<file path="config.mk">
export PLATFORM = sky130hd
export DESIGN_NAME = fp_mul_param
export DESIGN_NICKNAME = d
export VERILOG_FILES = /design/src/rtl/fp_mul_param.sv
export SDC_FILE = /design/constraint.sdc
export NUM_CORES = 1
export LEC_CHECK = 0
export ABC_CLOCK_PERIOD_IN_PS = 4500
export CORE_MARGIN = 2
export CORE_UTILIZATION = 40
export CTS_BUF_LIST = sky130_fd_sc_hd__clkbuf_4
export DETAILED_ROUTE_END_ITERATION = 10
export SKIP_CTS_REPAIR_TIMING = 1
export SLEW_MARGIN = 20
export SYNTH_ARGS = -nofsm -noshare
export SYNTH_HDL_FRONTEND = slang
export SYNTH_SLANG_ARGS = --single-unit
</file>
<file path="constraint.sdc">
create_clock -name clk -period 4.5 [get_ports clk]
set_input_delay 1.35 -clock clk [delete_from_list [all_inputs] [get_ports clk]]
set_output_delay 1.35 -clock clk [all_outputs]
set_load 0.02 [all_outputs]
</file>
<file path="src/rtl/fp_mul_param.sv">
// Parametrised floating-point multiplier (sign / EXP_W exponent / MAN_W fraction).
// An iterative radix-2 shift-add significand multiplier runs under a four-state
// FSM: IDLE -> MULT -> NORM -> ROUND. Rounding is round-to-nearest-even.
// Denormal inputs are flushed to zero. Results that would be denormal are also
// flushed to zero. Every operation takes the same number of cycles.
module fp_mul_param #(
    parameter int EXP_W = 8,
    parameter int MAN_W = 23,
    localparam int W = 1 + EXP_W + MAN_W
) (
    input  logic         clk,
    input  logic         reset,
    input  logic         start,
    input  logic [W-1:0] A,
    input  logic [W-1:0] B,
    output logic         busy,
    output logic         done,
    output logic [W-1:0] result,
    output logic         overflow_flag,
    output logic         underflow_flag,
    output logic         invalid_flag
);

    localparam int N  = MAN_W + 1;       // significand width including hidden one
    localparam int PW = 2 * N;           // full product width
    localparam int EW = EXP_W + 2;       // signed exponent working width
    localparam int CW = $clog2(N + 1);
    localparam logic [EW-1:0] BIAS = EW'((1 << (EXP_W - 1)) - 1);
    localparam logic [EW-1:0] EMAX = EW'((1 << EXP_W) - 1);

    typedef enum logic [1:0] {IDLE, MULT, NORM, ROUND} state_t;

    state_t                 state;
    logic [CW-1:0]          cnt;
    logic [PW-1:0]          mcand;
    logic [N-1:0]           mplier;
    logic [PW-1:0]          prod;
    logic signed [EW-1:0]   exp_r;
    logic                   sign_r;
    logic                   inv_r;
    logic                   inf_r;
    logic                   zero_r;
    logic [MAN_W-1:0]       frac_r;
    logic                   guard_r;
    logic                   sticky_r;

    // Operand unpack and classification (only meaningful in IDLE)
    logic [EXP_W-1:0] ea, eb;
    logic [MAN_W-1:0] fa, fb;
    logic             a_zero, a_inf, a_nan, b_zero, b_inf, b_nan;
    logic signed [EW-1:0] exp_sum;

    assign ea     = A[W-2 -: EXP_W];
    assign eb     = B[W-2 -: EXP_W];
    assign fa     = A[MAN_W-1:0];
    assign fb     = B[MAN_W-1:0];
    assign a_zero = (ea == '0);
    assign b_zero = (eb == '0);
    assign a_inf  = (&ea) && (fa == '0);
    assign b_inf  = (&eb) && (fb == '0);
    assign a_nan  = (&ea) && (fa != '0);
    assign b_nan  = (&eb) && (fb != '0);
    assign exp_sum = $signed({2'b00, ea}) + $signed({2'b00, eb}) - $signed(BIAS);

    // Product normalised so the leading one sits just above pn's top bit
    logic [PW-2:0] pn;
    assign pn = prod[PW-1] ? prod[PW-2:0] : {prod[PW-3:0], 1'b0};

    // Round-to-nearest-even; a carry out of the fraction means the significand
    // became exactly 2.0, so the fraction is already zero and only the exponent moves
    logic                 rnd;
    logic [MAN_W:0]       frac_sum;
    logic signed [EW-1:0] exp_f;
    logic                 ovf, unf;

    assign rnd      = guard_r & (sticky_r | frac_r[0]);
    assign frac_sum = {1'b0, frac_r} + {{MAN_W{1'b0}}, rnd};
    assign exp_f    = exp_r + $signed({{(EW-1){1'b0}}, frac_sum[MAN_W]});
    assign ovf      = (exp_f >= $signed(EMAX));
    assign unf      = exp_f[EW-1] || (exp_f == '0);

    assign busy = (state != IDLE);

    // Control FSM, datapath registers and registered outputs
    always_ff @(posedge clk) begin
        if (reset) begin
            state          <= IDLE;
            cnt            <= '0;
            mcand          <= '0;
            mplier         <= '0;
            prod           <= '0;
            exp_r          <= '0;
            sign_r         <= 1'b0;
            inv_r          <= 1'b0;
            inf_r          <= 1'b0;
            zero_r         <= 1'b0;
            frac_r         <= '0;
            guard_r        <= 1'b0;
            sticky_r       <= 1'b0;
            done           <= 1'b0;
            result         <= '0;
            overflow_flag  <= 1'b0;
            underflow_flag <= 1'b0;
            invalid_flag   <= 1'b0;
        end else begin
            done <= 1'b0;
            case (state)
                IDLE: begin
                    if (start) begin
                        mcand  <= {{N{1'b0}}, 1'b1, fa};
                        mplier <= {1'b1, fb};
                        prod   <= '0;
                        cnt    <= CW'(N);
                        exp_r  <= exp_sum;
                        sign_r <= A[W-1] ^ B[W-1];
                        inv_r  <= a_nan | b_nan | (a_inf & b_zero) | (b_inf & a_zero);
                        inf_r  <= a_inf | b_inf;
                        zero_r <= a_zero | b_zero;
                        state  <= MULT;
                    end
                end
                MULT: begin
                    if (cnt == '0) begin
                        state <= NORM;
                    end else begin
                        prod   <= prod + (mplier[0] ? mcand : '0);
                        mcand  <= mcand << 1;
                        mplier <= mplier >> 1;
                        cnt    <= cnt - CW'(1);
                    end
                end
                NORM: begin
                    frac_r   <= pn[PW-2 -: MAN_W];
                    guard_r  <= pn[N-1];
                    sticky_r <= |pn[N-2:0];
                    exp_r    <= exp_r + $signed({{(EW-1){1'b0}}, prod[PW-1]});
                    state    <= ROUND;
                end
                ROUND: begin
                    overflow_flag  <= 1'b0;
                    underflow_flag <= 1'b0;
                    invalid_flag   <= 1'b0;
                    if (inv_r) begin
                        result       <= {1'b0, {EXP_W{1'b1}}, 1'b1, {(MAN_W-1){1'b0}}};
                        invalid_flag <= 1'b1;
                    end else if (inf_r) begin
                        result <= {sign_r, {EXP_W{1'b1}}, {MAN_W{1'b0}}};
                    end else if (zero_r) begin
                        result <= {sign_r, {(W-1){1'b0}}};
                    end else if (ovf) begin
                        result        <= {sign_r, {EXP_W{1'b1}}, {MAN_W{1'b0}}};
                        overflow_flag <= 1'b1;
                    end else if (unf) begin
                        result         <= {sign_r, {(W-1){1'b0}}};
                        underflow_flag <= 1'b1;
                    end else begin
                        result <= {sign_r, exp_f[EXP_W-1:0], frac_sum[MAN_W-1:0]};
                    end
                    done  <= 1'b1;
                    state <= IDLE;
                end
                default: state <= IDLE;
            endcase
        end
    end

endmodule

</file>
; ---- Word level (Yosys, flattened, before mapping)
; Index checks and enable logic that the tools add are counted.
; W data, S select, Z words.
[word_totals]
regBits = 202
input_bits = 67
out_inout_bits = 37
elab_cells = 101
[op_classes]
addsub = 7
magnitude_cmp = 1
n_eq_ne = 6
mux = 35
bitwise_logic = 10
reduce_logical = 24
[ops]
columns = operator, count
row1 = $mux W48, 5
row2 = $pmux W48 S2, 2
row3 = $mux W31, 4
row4 = $add A48 B48 Y48, 1
row5 = $mux W24, 2
row6 = $pmux W24 S2, 1
row7 = $mux W47, 1
row8 = $logic_not A23 Y1, 2
row9 = $reduce_bool A23 Y1, 2
row10 = $mux W32, 1
row11 = $add A23 B1 Y24, 1
row12 = $reduce_or A23 Y1, 1
row13 = $add A10 B2 Y10, 2
row14 = $pmux W10 S2, 1
row15 = $logic_not A8 Y1, 2
row16 = $reduce_and A8 Y1, 2
row17 = $mux W1, 11
row18 = $ge A10 B9 Y1 const B, 1
row19 = $logic_not A10 Y1, 1
row20 = $mux W10, 1
row21 = $mux W5, 2
row22 = $pmux W5 S2, 1
row23 = $sub A9 B7 Y10 const B, 1
row24 = $add A8 B8 Y9, 1
row25 = other kinds (16), 34

; ---- Depth between registers and ports, before layout
; Gate-level depths: netlist of run 1.
[depth]
word_depth = 11
ltp_mapped = 17
ltp_nobuf = 16

; ---- Worst setup path before layout of run 1
; Ideal clock, no wire load.
[synth_timing]
path_kind = input-to-reg
from = input port A[24]
to = register exp_r[7]
t_arrival_ns = 3.273
t_required_ns = 4.372
setup_slack_ns = 1.100
stages = 12
n_path_buf = 0
cell_sequence = ha_1 -> ha_1 -> fa_1 -> a21oi_1 -> nor2_1 -> nor2_1 -> nor2b_1 -> o21a_1 -> nor3_1 -> nor2b_1 -> a222oi_1 -> nor2_1
[synth_between]
elab_chain_len = 4
[synth_lines]
columns = element, line
row1 = from (decl), 14  ; input logic [W-1:0] A,
row2 = $add A8 B8 Y9, 63  ; assign exp_sum = $signed({2'b00, ea}) + $signed({2'b00, eb}) - $signed(BIAS);
row3 = $sub A9 B7 Y10, 63
row4 = $mux W10, 109  ; if (start) begin
row5 = $pmux W10 S2, 107  ; case (state)
row6 = to (signal assigned), 114  ; exp_r <= exp_sum;
row7 = to (signal assigned), 136  ; exp_r <= exp_r + $signed({{(EW-1){1'b0}}, prod[PW-1]});
row8 = to (decl), 38  ; logic signed [EW-1:0] exp_r;
; No other way between the ends. The select of a mux whose other input is x is not followed.
; A chain may end at the register's enable or synchronous reset.

; ---- Worst setup path in the final report of run 1
[layout_timing]
from = register frac_r[0]
to = register result[22]
[layout_between]
elab_chain_len = 11
word_cells_on_any_way = 12
[layout_lines]
columns = element, line
row1 = from (decl), 43  ; logic [MAN_W-1:0] frac_r;
row2 = from (signal assigned), 133  ; frac_r <= pn[PW-2 -: MAN_W];
row3 = $or A1 B1 Y1, 76  ; assign rnd = guard_r & (sticky_r | frac_r[0]);
row4 = $and A1 B1 Y1, 76
row5 = $add A23 B1 Y24 *, 77  ; assign frac_sum = {1'b0, frac_r} + {{MAN_W{1'b0}}, rnd};
row6 = branches (longest 4 deep; another with $add A10 B2 Y10), n/a
row7 = $mux W31 *, 150  ; end else if (ovf) begin
row8 = $mux W31 *, 148  ; end else if (zero_r) begin
row9 = $mux W31 *, 146  ; end else if (inf_r) begin
row10 = $mux W32 *, 143  ; if (inv_r) begin
row11 = to (signal assigned), 144  ; result <= {1'b0, {EXP_W{1'b1}}, 1'b1, {(MAN_W-1){1'b0}}};
row12 = to (signal assigned), 147  ; result <= {sign_r, {EXP_W{1'b1}}, {MAN_W{1'b0}}};
row13 = to (signal assigned), 149  ; result <= {sign_r, {(W-1){1'b0}}};
row14 = to (decl), 18  ; output logic [W-1:0] result,
; Every way passes the cells marked *.

==> summary.md, run 1 <==
| Metric | Value |
|---|---|
| Status | completed |
| Congestion Overflow GR | 0 |
| Crit Path Category | flop to flop |
| Worst-Margin Slew | 0.790 ns |
| Synth Register Bits | 202 |
| # IOs | 104 |
| Distinct cells, synth | 83 |
| Clock Tree Buf Depth | 3 |
| Min cycle time layout | 3.80 ns |
| Row cnt | 64 |
| Slew Viols, Final | 0 |
| Die W | 180 um |
| Crit path max fanout | 9 |
| TritonCTS clock tree | built |
| Clock root buffer | clkbuf_4 |
| Worst slew margin | 0.474 |
| Fill count | 3060 |
| Tightest Hold Check Type | flop to flop |
| Mean Syn Cell Area | 8.12 um2 |
| Pre-antenna DRT Iters | 5 |
| Wirelength, routed | 31.1 mm |
| Post-Syn Instances | 1527 |
| DRC Markers | 0 |
| Core area | 30600 um2 |
| Port buffer count | 103 |
| Via count | 11000 |
| Power Density | 444 nW/um2 |
| Synthesized area | 12400 um2 |
| Top_reg_cell synth | dfxtp_1 |
| Die Area | 32400 um2 |
| Cts bufs inserted | 57 |
| Via count of the first global-routing pass | 10500 |
| Reg clk slew, reported paths | 0.06 ns |
| Total power | 6.42 mW |
| Final Skew | 0.0360 ns |
| FF-to-FF Start | frac_r[0] |
| Most frequent cell after synthesis | dfxtp_1 |
| VDD IR max | 0.000249 V |
| All-Layer GR Usage | 0.187 |
| Area share of the largest cell type after synthesis | 0.326 |
| RD Place Congestion | 0.847 |
| Clock latency on the worst-skew pair | 0.69 ns |
| Starting Density | 0.405 |
| Fmax | 263 MHz |
| Routed vias/inst | 5.37 |
| 1st-iter DRT viols | 664 |
| Top cells by area, synth | dfxtp_1 33%, ha_1 7.6%, a21oi_1 5.9%, mux2i_1 5.7%, nor2_1 5.5% |
| EDFF count, synth | 0 |
| Area growth, synth to finish | 16.5% |
| Lkg Pwr | 5.63 nW |
| First-pass GRT wire length | 51.9 mm |
| Crit path capture type | flop |
| Hold Startpoint | mcand[30] |
| Sink Count | 202 |
| Largest net degree at the start of global routing | 92 |
| Setup TNS | 0 ns |
| Synth warnings | 0 |
| RSZ-0062 raised after global routing | no |
| Final core area utilization | 0.472 |
| Setup Viol. Count Final | 0 |
| Most frequent cells after synthesis | 202 x dfxtp_1, 181 x nor2_1, 147 x a21oi_1 |
| Area leader, netlist | dfxtp_1 |
| DRT antenna net count | 0 |
| Period utilisation layout | 0.844 |
| Seq/Total Area, Yosys | 0.326 |
| Final nets | 1764 |
| Critical Path RT | 5.09 ns |
| Wire per inst | 15.2 um |
| FFs w/ async S/R, synth | 0 |
| Layout cell share with drive strength beyond 1 | 0.0900 |
| Worst setup SP type | flop |
| Crit path launch | frac_r[0] |
| Syn nets | 1671 |
| DP Wirelength | 22.1 mm |
| Die H | 180 um |
| Max Cap Violations | 0 |
| Final hold vios | 0 |
| Arr. time, crit path | 4.39 ns |
| Initial antenna violation count | 1 |
| H-Tree Depth | 2 |
-- worst paths after layout --
kind                endpoint  slack, ns  cells after the start
setup / recovery  result[22]       0.70                     15
hold / removal     mcand[31]       0.44                      2
setup reg to reg  result[22]       0.70                     15
hold reg to reg    mcand[31]       0.44                      2
-- placed cells by master (no fill, tap or decap), types with 71 or more instances in the layout --
cell type,instances
dfxtp_1,202
nand3_1,75
nand2_1,126
a211oi_1,78
clkdlybuf4s50_1,102
a21oi_1,147
clkbuf_4,82
nor2_1,181
mux2i_1,71
ha_1,73
-- cells by family after synthesis --
logic type | share of synthesized area
compound gates | 0.219
xor+xnor | 0.0543
fa+ha+maj | 0.0798
buf+inv | 0.0382
flops | 0.326
mux | 0.0582
simple gates | 0.224
-- stage by stage --
stage | cell area [um2] | setup slack [ns] | hold slack (ns) | instances
global route | 14400 | 0.471 | 0.455 | 2053
detailed placement | 13700 | 0.493 | 0.457 | 1957
CTS | 14400 | 0.646 | 0.423 | 2052
floorplan | 12400 | 1.10 | 0.441 | 1527
global placement | 13700 | 0.486 | 0.452 | 1957
finish | 14400 | 0.701 | 0.436 | 2053
-- power by group --
group	internal (mW)	leakage, nW	switching (mW)
sequential	2.16	1.64	0.342
clock	0.882	0.415	0.774
combinational	0.890	3.58	1.37
total	3.93	5.63	2.48
-- state kept, by name, summed over array words and instances (netlist names), 2 cells and up --
signal and flops:
frac_r 23, prod 48, result 32, exp_r 10, mplier 24, mcand 48, state 2, cnt 5
-- worst max-delay path, cell delays in order, from the launching register on --
cell	delay, ns
dfxtp_1	0.36
o21a_1	0.12
ha_1	0.22
and3_1	0.21
and2_1	0.24
nand3_1	0.13
nor3_1	0.38
ha_1	0.36
and3b_1	0.22
maj3_2	0.30
a21oi_1	0.16
nor2_1	0.07
o21ai_2	0.16
nor2_2	0.10
or4b_1	0.50
a31oi_1	0.16
-- per-layer routing --
metal  global-route usage  share of wire  vias to the layer above
li1                     -              -                     5742
met1                0.257           0.50                     5031
met2                0.303           0.44                      199
met3               0.0295          0.041                       49
met4               0.0526          0.017                        0
met5                    0              0                        -
-- layout make-up --
class | count | area (um2) | share of cell area
clock buffer | 82 | 616 | 0.0426
inverter | 30 | 113 | 0.00779
sequential | 202 | 4040 | 0.280
multi-input combinational | 1205 | 7900 | 0.546
antenna | 1 | 2.50 | 0.000173
timing repair buffer | 124 | 1200 | 0.0832
tap | 396 | 495 | 0.0343
clock inverter | 13 | 81.3 | 0.00563
(Power assumes the default switching activity.)
==> inputs of run 2 (changes only) <==
--- a/config.mk
+++ b/config.mk
@@ -5,7 +5,7 @@
 export SDC_FILE = /design/constraint.sdc
 export NUM_CORES = 1
 export LEC_CHECK = 0
-export ABC_CLOCK_PERIOD_IN_PS = 4500
+export ABC_CLOCK_PERIOD_IN_PS = 3250
 export CORE_MARGIN = 2
 export CORE_UTILIZATION = 40
 export CTS_BUF_LIST = sky130_fd_sc_hd__clkbuf_4
==> constraint.sdc (replaced) <==
create_clock -name clk -period 3.25 [get_ports clk]
set_input_delay 0.975 -clock clk [delete_from_list [all_inputs] [get_ports clk]]
set_output_delay 0.975 -clock clk [all_outputs]
set_load 0.02 [all_outputs]
==> summary.md, run 2 (synthesized netlist as in run 1, its figures left out) <==
| Metric | Value |
|---|---|
| Status | completed |
| Crit-path cells | o21a_1 -> ha_1 -> and3_1 -> and2_1 -> nand3_2 -> nor3_4 -> ha_1 -> and3b_1 -> maj3_2 -> a21oi_1 -> nor2_1 -> o21ai_2 -> nor2_2 -> or4b_1 -> a31oi_1 |
| Worst R2R Setup Slack | 0.11 ns (-0.59 ns) |
| Wire per inst | 15.1 um (-0.68%) |
| Worst setup SP type | flop |
| Die Area | 32400 um2 (unchanged) |
| Setup Viol. Count Final | 0 (unchanged) |
| Port buffer count | 103 (unchanged) |
| Combinational power share | 0.371 (+0.019) |
| Routed vias/inst | 5.41 (+0.87%) |
| DRT antenna net count | 0 (unchanged) |
| Via count | 11300 (+2.8%) |
| Clock Tree Buf Depth | 3 (unchanged) |
| Crit path max-delay family | simple AND/OR/NAND/NOR gates |
| Reg clk slew, reported paths | 0.07 ns (about the same) |
| Power Density | 606 nW/um2 (+36%) |
| Max Cap Violations | 0 (unchanged) |
| Die W | 180 um (unchanged) |
| Bufs and invs on worst path | 0 (unchanged) |
| Most used cell, CP | ha_1 |
| TritonCTS clock tree | built |
| First-pass GRT wire length | 52.9 mm (+1.9%) |
| Cts bufs inserted | 56 (-1.8%) |
| Final Skew | 0.0472 ns (+0.0112 ns) |
| Fill count | 3115 (+1.8%) |
| Pre-CTS setup slack | -0.345 ns (-0.838 ns) |
| Pre-antenna DRT Iters | 5 (unchanged) |
| RSZ-0062 raised after global routing | yes |
| Crit Path Category | flop to flop |
| Finished Layout Cells | 2093 (+1.9%) |
| Lkg Pwr | 5.85 nW (+3.9%) |
| Area growth, synth to finish | 19.3% |
| Clock network fraction of total power | 0.247 (-0.011) |
| Starting Density | 0.405 (unchanged) |
| Clock root buffer | clkbuf_4 |
| All-Layer GR Usage | 0.190 (+0.00285) |
| Commonest non-fill, non-tap cell in the layout | dfxtp_1 |
| Slew Viols, Final | 0 (unchanged) |
| Tightest Hold Check Type | flop to flop |
| Final hold vios | 0 (unchanged) |
| Sink Count | 202 (unchanged) |
| Fmax | 319 MHz (+21%) |
| Worst-Margin Slew | 1.09 ns (+0.302 ns) |
| DRC Markers | 0 (unchanged) |
| Clock latency on the worst-skew pair | 0.68 ns (about the same) |
| Arr. time, crit path | 3.73 ns (-0.66 ns) |
| Die H | 180 um (unchanged) |
| Seq pwr share | 0.382 (-0.008) |
| R2r endpoint | result[22] |
| Critical Path RT | 3.85 ns (-1.24 ns) |
| Core area | 30600 um2 (unchanged) |
| Initial antenna violation count | 1 (unchanged) |
| Internal Power | 5.51 mW (+40%) |
| Layout cell share with drive strength beyond 1 | 0.114 (+0.0245) |
| Min cycle time layout | 3.14 ns (-0.663 ns) |
| Total power | 8.96 mW (+40%) |
| DP Area | 14100 um2 (+2.3%) |
| H-Tree Depth | 2 (unchanged) |
| Crit path capture | result[22] |
| Period utilisation layout | 0.965 (+0.121) |
| VDD IR max | 0.000505 V (+100%) |
| Wirelength, routed | 31.5 mm (+1.3%) |
| Largest net degree at the start of global routing | 101 (+9.8%) |
| # IOs | 104 (unchanged) |
| Via count of the first global-routing pass | 10800 (+3.2%) |
| Crit path launch | sticky_r |
| Hold Path Depth | 2 (unchanged) |
| Critical path depth | 15 (unchanged) |
| Min Hold Slack | 0.447 ns (+0.0101 ns) |
| Top flop regs | mcand x48, prod x48, result x32 |
| Crit path capture type | flop |
| Slowest stage cell, crit path | or4b_1 |
| Final Instance Area | 14800 um2 (+2.4%) |
| Crit path max fanout | 4 (-5) |
| Final nets | 1800 (+2.0%) |
| Reg2Reg Depth | 15 (unchanged) |
| Worst slew margin | 0.272 (-0.201) |
| Row cnt | 64 (unchanged) |
| Cell count after placement | 1994 (+1.9%) |
| NetSw | 3.45 mW (+39%) |
| Critical path's largest stage delay | 0.50 ns (about the same) |
| DP Wirelength | 22.4 mm (+1.7%) |
| RD Place Congestion | 0.861 (+1.6%) |
| Switch share | 0.385 (-0.00176) |
| Congestion Overflow GR | 0 (unchanged) |
| 1st-iter DRT viols | 553 (-17%) |
| Min setup slack post-route | 0.113 ns (-0.587 ns) |
| Commonest cells after routing, fill and taps aside | 200 x dfxtp_1, 180 x nor2_1, 146 x a21oi_1 |
| FF-to-FF Start | sticky_r |
-- run 2: cell count changes in the layout (fill, tap and decap cells not counted), sizes merged --
cell	change
buf	+37
bufinv	-1
clkbuf	+1
clkdlybuf4s50	-1
clkinv	+1
clkinvlp	+1
diode	+1
dlymetal6s2s	+1
-- run 2: layer usage --
metal	routed length, um	GRT usage
met1	15700	0.261
met2	13900	0.308
met3	1330	0.0303
met4	593	0.0516
met5	0	0
-- run 2: final cells by class --
cell class | instances | area (um2) | area share
Sequential cell | 202 | 4050 | 0.273
Antenna cell | 2 | 5.00 | 0.000338
Timing Repair Buffer | 161 | 1530 | 0.103
Clock buffer | 83 | 623 | 0.0421
Multi-Input combinational cell | 1205 | 7930 | 0.536
Inverter | 30 | 113 | 0.00761
Tap cell | 396 | 495 | 0.0335
Clock inverter | 14 | 57.6 | 0.00389
-- run 2: power groups by stage --
stage	logic [mW]	registers [mW]	clock network (mW)
2_1_floorplan	2.41	3.36	0
3_3_place_gp	3.29	3.45	0
5_1_grt	3.73	3.50	2.45
6_report	3.33	3.42	2.21
4_1_cts	3.35	3.42	2.31
3_5_place_dp	3.33	3.47	0
-- run 2: tightest hold or removal path, delay by kind of cell (launching register included) --
kind	cells	cell delay, ns
AOI/OAI and AO/OA	1	0.05
DFF	1	0.32
and+or+nand+nor	1	0.06
-- run 2: stage by stage --
step / TNS, ns / utilization
after floorplan: 0 / -
after global placement: -0.593 / 0.460
after detailed placement: -0.745 / 0.460
after CTS: -0.303 / 0.482
after global routing: -0.178 / 0.484
final: 0 / 0.484
-- run 2: worst min-delay path by stage --
stage	start	endpoint	slack, ns
3_3_place_gp	mcand[29]	mcand[30]	0.45
6_report	mcand[32]	mcand[33]	0.45
3_5_place_dp	invalid_flag	invalid_flag	0.46
2_1_floorplan	mcand[24]	mcand[25]	0.44
5_1_grt	mcand[46]	mcand[47]	0.48
4_1_cts	mcand[46]	mcand[47]	0.44
